[config.mk]
export PLATFORM = sky130hd
export DESIGN_NAME = sdm_modulator
export DESIGN_NICKNAME = d
export VERILOG_FILES = /design/src/rtl/sdm_pkg.sv /design/src/rtl/sdm_integrator.sv /design/src/rtl/sdm_modulator.sv
export SDC_FILE = /design/constraint.sdc
export NUM_CORES = 1
export LEC_CHECK = 0
export ABC_AREA = 1
export CORE_MARGIN = 4
export CORE_UTILIZATION = 37
export CTS_BUF_LIST = sky130_fd_sc_hd__clkbuf_16
export CTS_CLUSTER_DIAMETER = 120
export DETAILED_ROUTE_END_ITERATION = 6
export GPL_ROUTABILITY_DRIVEN = 0
export PLACE_DENSITY = 0.5
export SYNTH_ARGS = -nofsm -noshare
export SYNTH_HDL_FRONTEND = slang
export SYNTH_HIERARCHICAL = 1
export SYNTH_SLANG_ARGS = --single-unit
[constraint.sdc]
create_clock -name clk -period 25.6 [get_ports clk]
set_input_delay 5.12 -clock clk [delete_from_list [all_inputs] [get_ports clk]]
set_output_delay 5.12 -clock clk [all_outputs]
set_load 0.01 [all_outputs]
[src/rtl/sdm_pkg.sv]
// rtl/sdm_pkg.sv - shared widths, feedback levels and saturation helper for the sigma-delta modulator
package sdm_pkg;

  // Default widths; the integrators carry two and four guard bits over the sample.
  localparam int DEF_DAC_BW = 16;
  localparam int DEF_I1_W   = DEF_DAC_BW + 2;
  localparam int DEF_I2_W   = DEF_DAC_BW + 4;

  // Wide working width for all sums before clamping; comfortably above any
  // integrator width so intermediate results never wrap.
  localparam int SAT_W = 48;

  // Feedback levels for the default sample width (+/- 2^(DAC_BW-1)).
  localparam logic signed [SAT_W-1:0] FB_POS = SAT_W'(32'sd1 <<< (DEF_DAC_BW - 1));
  localparam logic signed [SAT_W-1:0] FB_NEG = -FB_POS;

  // Feedback level for an arbitrary sample width: 1 -> +full-scale, 0 -> -full-scale.
  function automatic logic signed [SAT_W-1:0] feedback(input logic bit_i, input int unsigned bw);
    logic signed [SAT_W-1:0] mag;
    mag = SAT_W'(1) <<< (bw - 1);
    return bit_i ? mag : -mag;
  endfunction

  // Clamp a wide signed value to the signed range of a w-bit destination.
  function automatic logic signed [SAT_W-1:0] sat(input logic signed [SAT_W-1:0] x,
                                                  input int unsigned w);
    logic signed [SAT_W-1:0] lim_hi;
    logic signed [SAT_W-1:0] lim_lo;
    lim_hi = (SAT_W'(1) <<< (w - 1)) - SAT_W'(1);
    lim_lo = -lim_hi - SAT_W'(1);
    if (x > lim_hi) begin
      return lim_hi;
    end else if (x < lim_lo) begin
      return lim_lo;
    end else begin
      return x;
    end
  endfunction

endpackage

[src/rtl/sdm_integrator.sv]
// rtl/sdm_integrator.sv - saturating accumulator with load enable, exposing its next value
module sdm_integrator
  import sdm_pkg::*;
#(
  parameter int W = DEF_I1_W
) (
  input  logic                    clk,
  input  logic                    rst_n,
  input  logic                    en_i,
  input  logic signed [SAT_W-1:0] add_i,
  output logic signed [W-1:0]     acc_next_o
);

  logic signed [W-1:0]     acc_q;
  logic signed [W-1:0]     acc_d;
  logic signed [SAT_W-1:0] sum_w;
  logic signed [SAT_W-1:0] clamped_w;

  // Next accumulator value: widen, add, clamp back into W bits (never wraps).
  always_comb begin
    sum_w     = SAT_W'(acc_q) + add_i;
    clamped_w = sat(sum_w, W);
    acc_d     = clamped_w[W-1:0];
  end

  assign acc_next_o = acc_d;

  // Accumulator register; holds while the enable is low, clears on reset (active-high).
  always_ff @(posedge clk or posedge rst_n) begin
    if (rst_n) begin
      acc_q <= '0;
    end else if (en_i) begin
      acc_q <= acc_d;
    end
  end

endmodule

[src/rtl/sdm_modulator.sv]
// rtl/sdm_modulator.sv - second-order single-bit sigma-delta modulator (PCM to 1-bit density stream)
module sdm_modulator
  import sdm_pkg::*;
#(
  parameter int DAC_BW = DEF_DAC_BW,
  parameter int I1_W   = DAC_BW + 2,
  parameter int I2_W   = DAC_BW + 4
) (
  input  logic                     clk,
  input  logic                     rst_n,
  input  logic                     valid_in,
  input  logic signed [DAC_BW-1:0] din,
  output logic                     valid_out,
  output logic                     dout
);

  logic                    dout_q;
  logic                    dout_d;
  logic                    valid_q;
  logic signed [SAT_W-1:0] fb_w;
  logic signed [SAT_W-1:0] add1_w;
  logic signed [SAT_W-1:0] add2_w;
  logic signed [I1_W-1:0]  i1_next_w;
  logic signed [I2_W-1:0]  i2_next_w;

  // Feedback from the registered bit, and the two integrator increments.
  // The second stage integrates the first stage's freshly clamped value.
  always_comb begin
    fb_w   = feedback(dout_q, DAC_BW);
    add1_w = SAT_W'(din) - fb_w;
    add2_w = SAT_W'(i1_next_w) - fb_w;
    dout_d = valid_in ? ~i2_next_w[I2_W-1] : dout_q;
  end

  sdm_integrator #(.W(I1_W)) u_int1 (
    .clk        (clk),
    .rst_n      (rst_n),
    .en_i       (valid_in),
    .add_i      (add1_w),
    .acc_next_o (i1_next_w)
  );

  sdm_integrator #(.W(I2_W)) u_int2 (
    .clk        (clk),
    .rst_n      (rst_n),
    .en_i       (valid_in),
    .add_i      (add2_w),
    .acc_next_o (i2_next_w)
  );

  // Quantiser output and valid flag; a gap in valid_in freezes the bit.
  always_ff @(posedge clk or posedge rst_n) begin
    if (rst_n) begin
      dout_q  <= 1'b0;
      valid_q <= 1'b0;
    end else begin
      dout_q  <= dout_d;
      valid_q <= valid_in;
    end
  end

  assign dout      = dout_q;
  assign valid_out = valid_q;

endmodule

# Word level (Yosys, flattened, before mapping)
# Index checks and enable logic that the tools add are counted.
# word_totals
register_bits	40
in_bits	19
out_inout_bits	2
word_cells	18
# op_classes
addsub	4
order_cmp	4
mux	5
bitwise	1
# ops
operator	count
$add A18 B48 Y48	1
$add A20 B48 Y48	1
$gt A48 B18 Y1 const B	1
$gt A48 B20 Y1 const B	1
$lt A48 B18 Y1 const B	1
$lt A48 B20 Y1 const B	1
$mux W48	1
$sub A16 B48 Y48	1
$sub A18 B48 Y48	1
$mux W20	2
$mux W18	2
$not A1 Y1	1

# Logic depth before layout (Yosys ltp)
# logic_depth
word_depth	12
ltp_mapped	54

# Hierarchy
# Netlist, hierarchy kept.
# by_module_without_submodules
mod	instances	cells_each	area_per_inst_um2	seq_area_each_um2
sdm_integrator (u_int2)	1	1053	5322.6	500.5
sdm_integrator (u_int1)	1	1047	5265.0	450.4
sdm_modulator	1	49	499.2	50.0

# Worst setup path after synthesis
# Ideal clock, no wire load.
# synth_timing
kind	input port to flip-flop
startpoint	input din[15]
endpoint	register u_int2.acc_q[10]
arrival_ps	11980
path_slack_ps	13504
path_stages	44
n_path_buf	1
cell_sequence	inv_1 -> ha_1 -> xor2_1 -> ha_1 -> nand2_1 -> inv_1 -> nand2_1 -> nand3_1 -> a21oi_1 -> nand2_1 -> nand2_1 -> nand3_1 -> nand2_1 -> nand2_2 -> inv_1 -> nand2_4 -> nand2_1 -> nand2_1 -> (+8 left out) -> nor2_1 -> inv_1 -> nor2_1 -> inv_1 -> nor2_1 -> and2_1 -> nand2_1 -> nand3_1 -> nand2_1 -> nand2_1 -> nand3_1 -> nor2_1 -> nand3_1 -> nand2_4 -> buf_8 -> nand2_2 -> nand2_1 -> nand2_1
# synth_via
elab_chain_len	10
elab_cells_between_ends	12
# synth_lines
item	line_no	text
start, declared	sdm_modulator.sv:12	input logic signed [DAC_BW-1:0] din,
$sub A16 B48 Y48 *	sdm_modulator.sv:30	add1_w = SAT_W'(din) - fb_w;
named net add1_w[18]	sdm_modulator.sv:21	logic signed [SAT_W-1:0] add1_w;
$add A18 B48 Y48 *	sdm_integrator.sv:21	sum_w = SAT_W'(acc_q) + add_i;
$lt A48 B18 Y1	sdm_pkg.sv:33	end else if (x < lim_lo) begin
$mux W18	sdm_pkg.sv:33	
$mux W18 *	sdm_pkg.sv:31	if (x > lim_hi) begin
named net i1_next_w[17]	sdm_modulator.sv:23	logic signed [I1_W-1:0] i1_next_w;
$sub A18 B48 Y48 *	sdm_modulator.sv:31	add2_w = SAT_W'(i1_next_w) - fb_w;
named net add2_w[30]	sdm_modulator.sv:22	logic signed [SAT_W-1:0] add2_w;
$add A20 B48 Y48 *	sdm_integrator.sv:21	
$lt A48 B20 Y1	sdm_pkg.sv:33	
$mux W20	sdm_pkg.sv:33	
$mux W20 *	sdm_pkg.sv:31	
named net i2_next_w[10]	sdm_modulator.sv:24	logic signed [I2_W-1:0] i2_next_w;
end signal, assigned	sdm_integrator.sv:31	acc_q <= '0;
end signal, assigned	sdm_integrator.sv:33	acc_q <= acc_d;
end, declared	sdm_integrator.sv:14	logic signed [W-1:0] acc_q;
# The timed path passes the listed nets; every way through them passes the cells marked *.
# A chain may end at the register's enable or synchronous reset.

# Worst setup path in the final report
# layout_timing
startpoint	input din[15]
endpoint	register u_int2.acc_q[3]
# Same word-level chain as after synthesis.

==> results.py <==
metrics = {
    "timing": {
        "slew-limit-headroom_pct": 20.4,
        "final_period_minus_worst_setup_slack_ns": 13.41,
        "fmax_mhz": 74.5,
        "finalCritPeriodShare_pct": 52.4,
        "finalSetupTns_ns": 0,
        "finalHoldViolCount": 0,
        "final-max-slew-violation-count": 0,
        "max_slew.worst_pin.slew_ns": 1.19,
        "clock-skew-final_ns": 0.00755,
        "rsz_0062_raised_after_global_routing": "no",
        "finalSetupViolations": 0,
    },
    "layout": {
        "number_of_fillers_in_the_final_layout": 3430,
        "layout-area-overhead-vs-synth_pct": 6.97,
        "final_nets": 2302,
        "layout.area.seq_um2": 1000,
        "multi_input_area_um2": 8390,
        "insertedDiodeCount": 0,
        "drive_above_1_share_pct": 5.02,
    },
    "route": {
        "wl_per_cell_um": 14.7,
        "detail_route.vias_per_cell": 4.78,
        "detailed_route_via_count": 12200,
        "detail_route.wirelength_um": 37700,
        "initialDrtViolationCount": 828,
        "drc": 0,
        "first_pass_iters": 6,
        "antenna_violating_nets_post_route": 0,
    },
    "clocking": {
        "number_of_buffers_on_the_longest_clock_path": 2,
        "clk_pin_slew_worst_paths_ns": 0.06,
        "numClockSinks": 40,
        "cts-buffers-inserted": 5,
        "cts-root-buf": "clkbuf_16",
        "cts-htree-levels": 2,
        "cts_resized": 0,
        "cts_setup_buffers": 0,
        "worst_skew_pair.late_latency_ns": 0.29,
        "clock_tree_from_tritoncts": "built",
        "cts_hold_repair.buffers": 0,
    },
    "setup_path": {
        "timing.critical_path.fanout_max": 22,
        "timing.critical_path.from_type": "input port",
        "critPathMostFrequentCell": "nand2_1",
        "worstSetupPathType": "in -> reg",
        "crit_required_ns": 25.77,
        "critical-path-top-delay-family": "simple AND/OR/NAND/NOR gates",
        "critPathArrivalTime_ns": 13.59,
        "setup.worst_path.end_class": "register",
        "worstPathBufferInverterCount": 5,
        "delay_of_the_slowest_cell_on_the_worst_path_ns": 0.58,
        "worst_path_cell_with_the_longest_stage_delay": "clkdlybuf4s50_1",
        "r2r_setup_slack_ns": 17.10,
    },
    "min_path": {
        "hold_removal_path_class": "reg -> reg",
    },
    "placement": {
        "hpwlAfterDp_um": 32600,
        "io_buffers": 20,
    },
    "synth": {
        "syn-cell-area_um2": 11100,
        "synth.net_count": 2282,
        "synthArstFlopShare_pct": 100,
        "postSynthCellCount": 2149,
        "ys_seq_elements": 40,
        "postSynth.topFlopCell": "dfrtp_1",
        "synth.lib_cells_used.distinct": 39,
        "yosys_warnings": 6,
        "area_share_of_the_leading_cell_type_in_the_synthesized_netlist_pct": 33.6,
        "synth-edff-count": 0,
        "synth.largest_area_cell": "nand2_1",
        "yosysSeqAreaShare_pct": 9.03,
        "average_cell_area_after_synthesis_um2": 5.16,
        "synth.top_cells.by_area": "nand2_1 34%, inv_1 14%, ha_1 11%",
        "synthMostInstantiatedCell": "nand2_1",
        "synth_commonest_cells": "993 x nand2_1, 414 x inv_1, 196 x nor2_1",
    },
    "global_route": {
        "via_count_of_the_first_global_routing_pass": 11400,
        "grt_remaining_overflow": 0,
        "antenna_found_initial": 0,
        "grt_pass1_wl_um": 58900,
        "groute.usage.overall_pct": 22.2,
        "grt_start_max_net_pins": 42,
    },
    "die": {
        "placementRows": 63,
        "die_height_um": 181,
        "start_util_pct": 37.4,
        "ios": 21,
        "width_of_the_die_um": 181,
        "die-area_um2": 32800,
        "core_um2": 29600,
    },
    "flow_run": {
        "cap_viol_max_count": 0,
    },
    "outcome": {
        "run_status": "completed",
    },
}
-- cells in the final DEF, fill, tap and decap left out, types with 14 or more instances in the layout --
master	count
nor2_2	23
dfrtp_1	40
xor2_1	36
nand2_1	993
nand3_1	80
ha_1	100
nand4_1	27
a21oi_1	60
nand3b_1	18
nand2_2	45
inv_1	414
fa_1	14
nor2_1	196
clkdlybuf4s50_1	20
-- worst reg2reg max path, delay by kind of cell (launching register included) --
family	cells	cell delay (ns)
DFF	1	0.37
AOI/OAI and AO/OA	1	0.09
adders and majority gates	7	2.84
and+or+nand+nor	32	4.31
buffers and inverters	4	0.62
xor gates and xnor gates	1	0.19
-- cell families after synthesis --
family	synth area share, %
adders and majority gates	13.8
DFF	9.03
buffers and inverters	15.3
and+or+nand+nor	53.6
AOI/OAI and AO/OA	4.41
xor gates and xnor gates	3.78
-- state kept, by name, indices dropped and copies added, names as in the netlist --
name and flops:
dout 1, valid_out 1, u_int1/acc_q 18, u_int2/acc_q 20
-- path summary, 6_finish.rpt --
kind / startpoint / endpoint / cells after the start
worst max-delay path: din[15] / u_int2/acc_q[3]$_DFFE_PP0P_ / 46
worst min-delay path: u_int1/acc_q[16]$_DFFE_PP0P_ / u_int1/acc_q[16]$_DFFE_PP0P_ / 2
worst max register to register: dout$_DFFE_PP0P_ / u_int2/acc_q[3]$_DFFE_PP0P_ / 45
worst min register to register: u_int1/acc_q[16]$_DFFE_PP0P_ / u_int1/acc_q[16]$_DFFE_PP0P_ / 2
max in group asynchronous: rst_n / u_int2/acc_q[18]$_DFFE_PP0P_ / 2
min in group asynchronous: rst_n / dout$_DFFE_PP0P_ / 2
-- final cells by class --
type / instances / share of cell area (%)
flip-flops and latches: 40 / 8.44
repair buffers: 24 / 1.94
well taps: 390 / 4.11
clock buffers: 5 / 1.05
clock inverters: 3 / 0.359
inverters: 421 / 13.3
multi-input cells: 1677 / 70.8
-- metal layers --
layer / share of wire [%] / global-route usage [%] / up-vias
met4: 2.9 / 5.79 / 0
met2: 47 / 39.1 / 230
li1: - / - / 6491
met1: 47 / 29.4 / 5479
met5: 0 / 0 / -
met3: 3.0 / 1.51 / 49
-- stage by stage --
step                      setup WS [ns]  instance area [um^2]  hold slack [ns]  util [%]  instances
after global placement            11.95                 11700            0.468      39.5       2552
after CTS                         12.22                 11900            0.487      40.0       2560
after detailed placement          11.92                 11700            0.470      39.5       2552
final                             12.19                 11900            0.482      40.0       2560
after global routing              11.62                 11900            0.501      40.0       2560
after floorplan                   13.50                 11100            0.453         -       2149
Power is left out: the tool's default activity adds up to more than one toggle a clock period on the data nets, which glitch-free logic cannot reach.
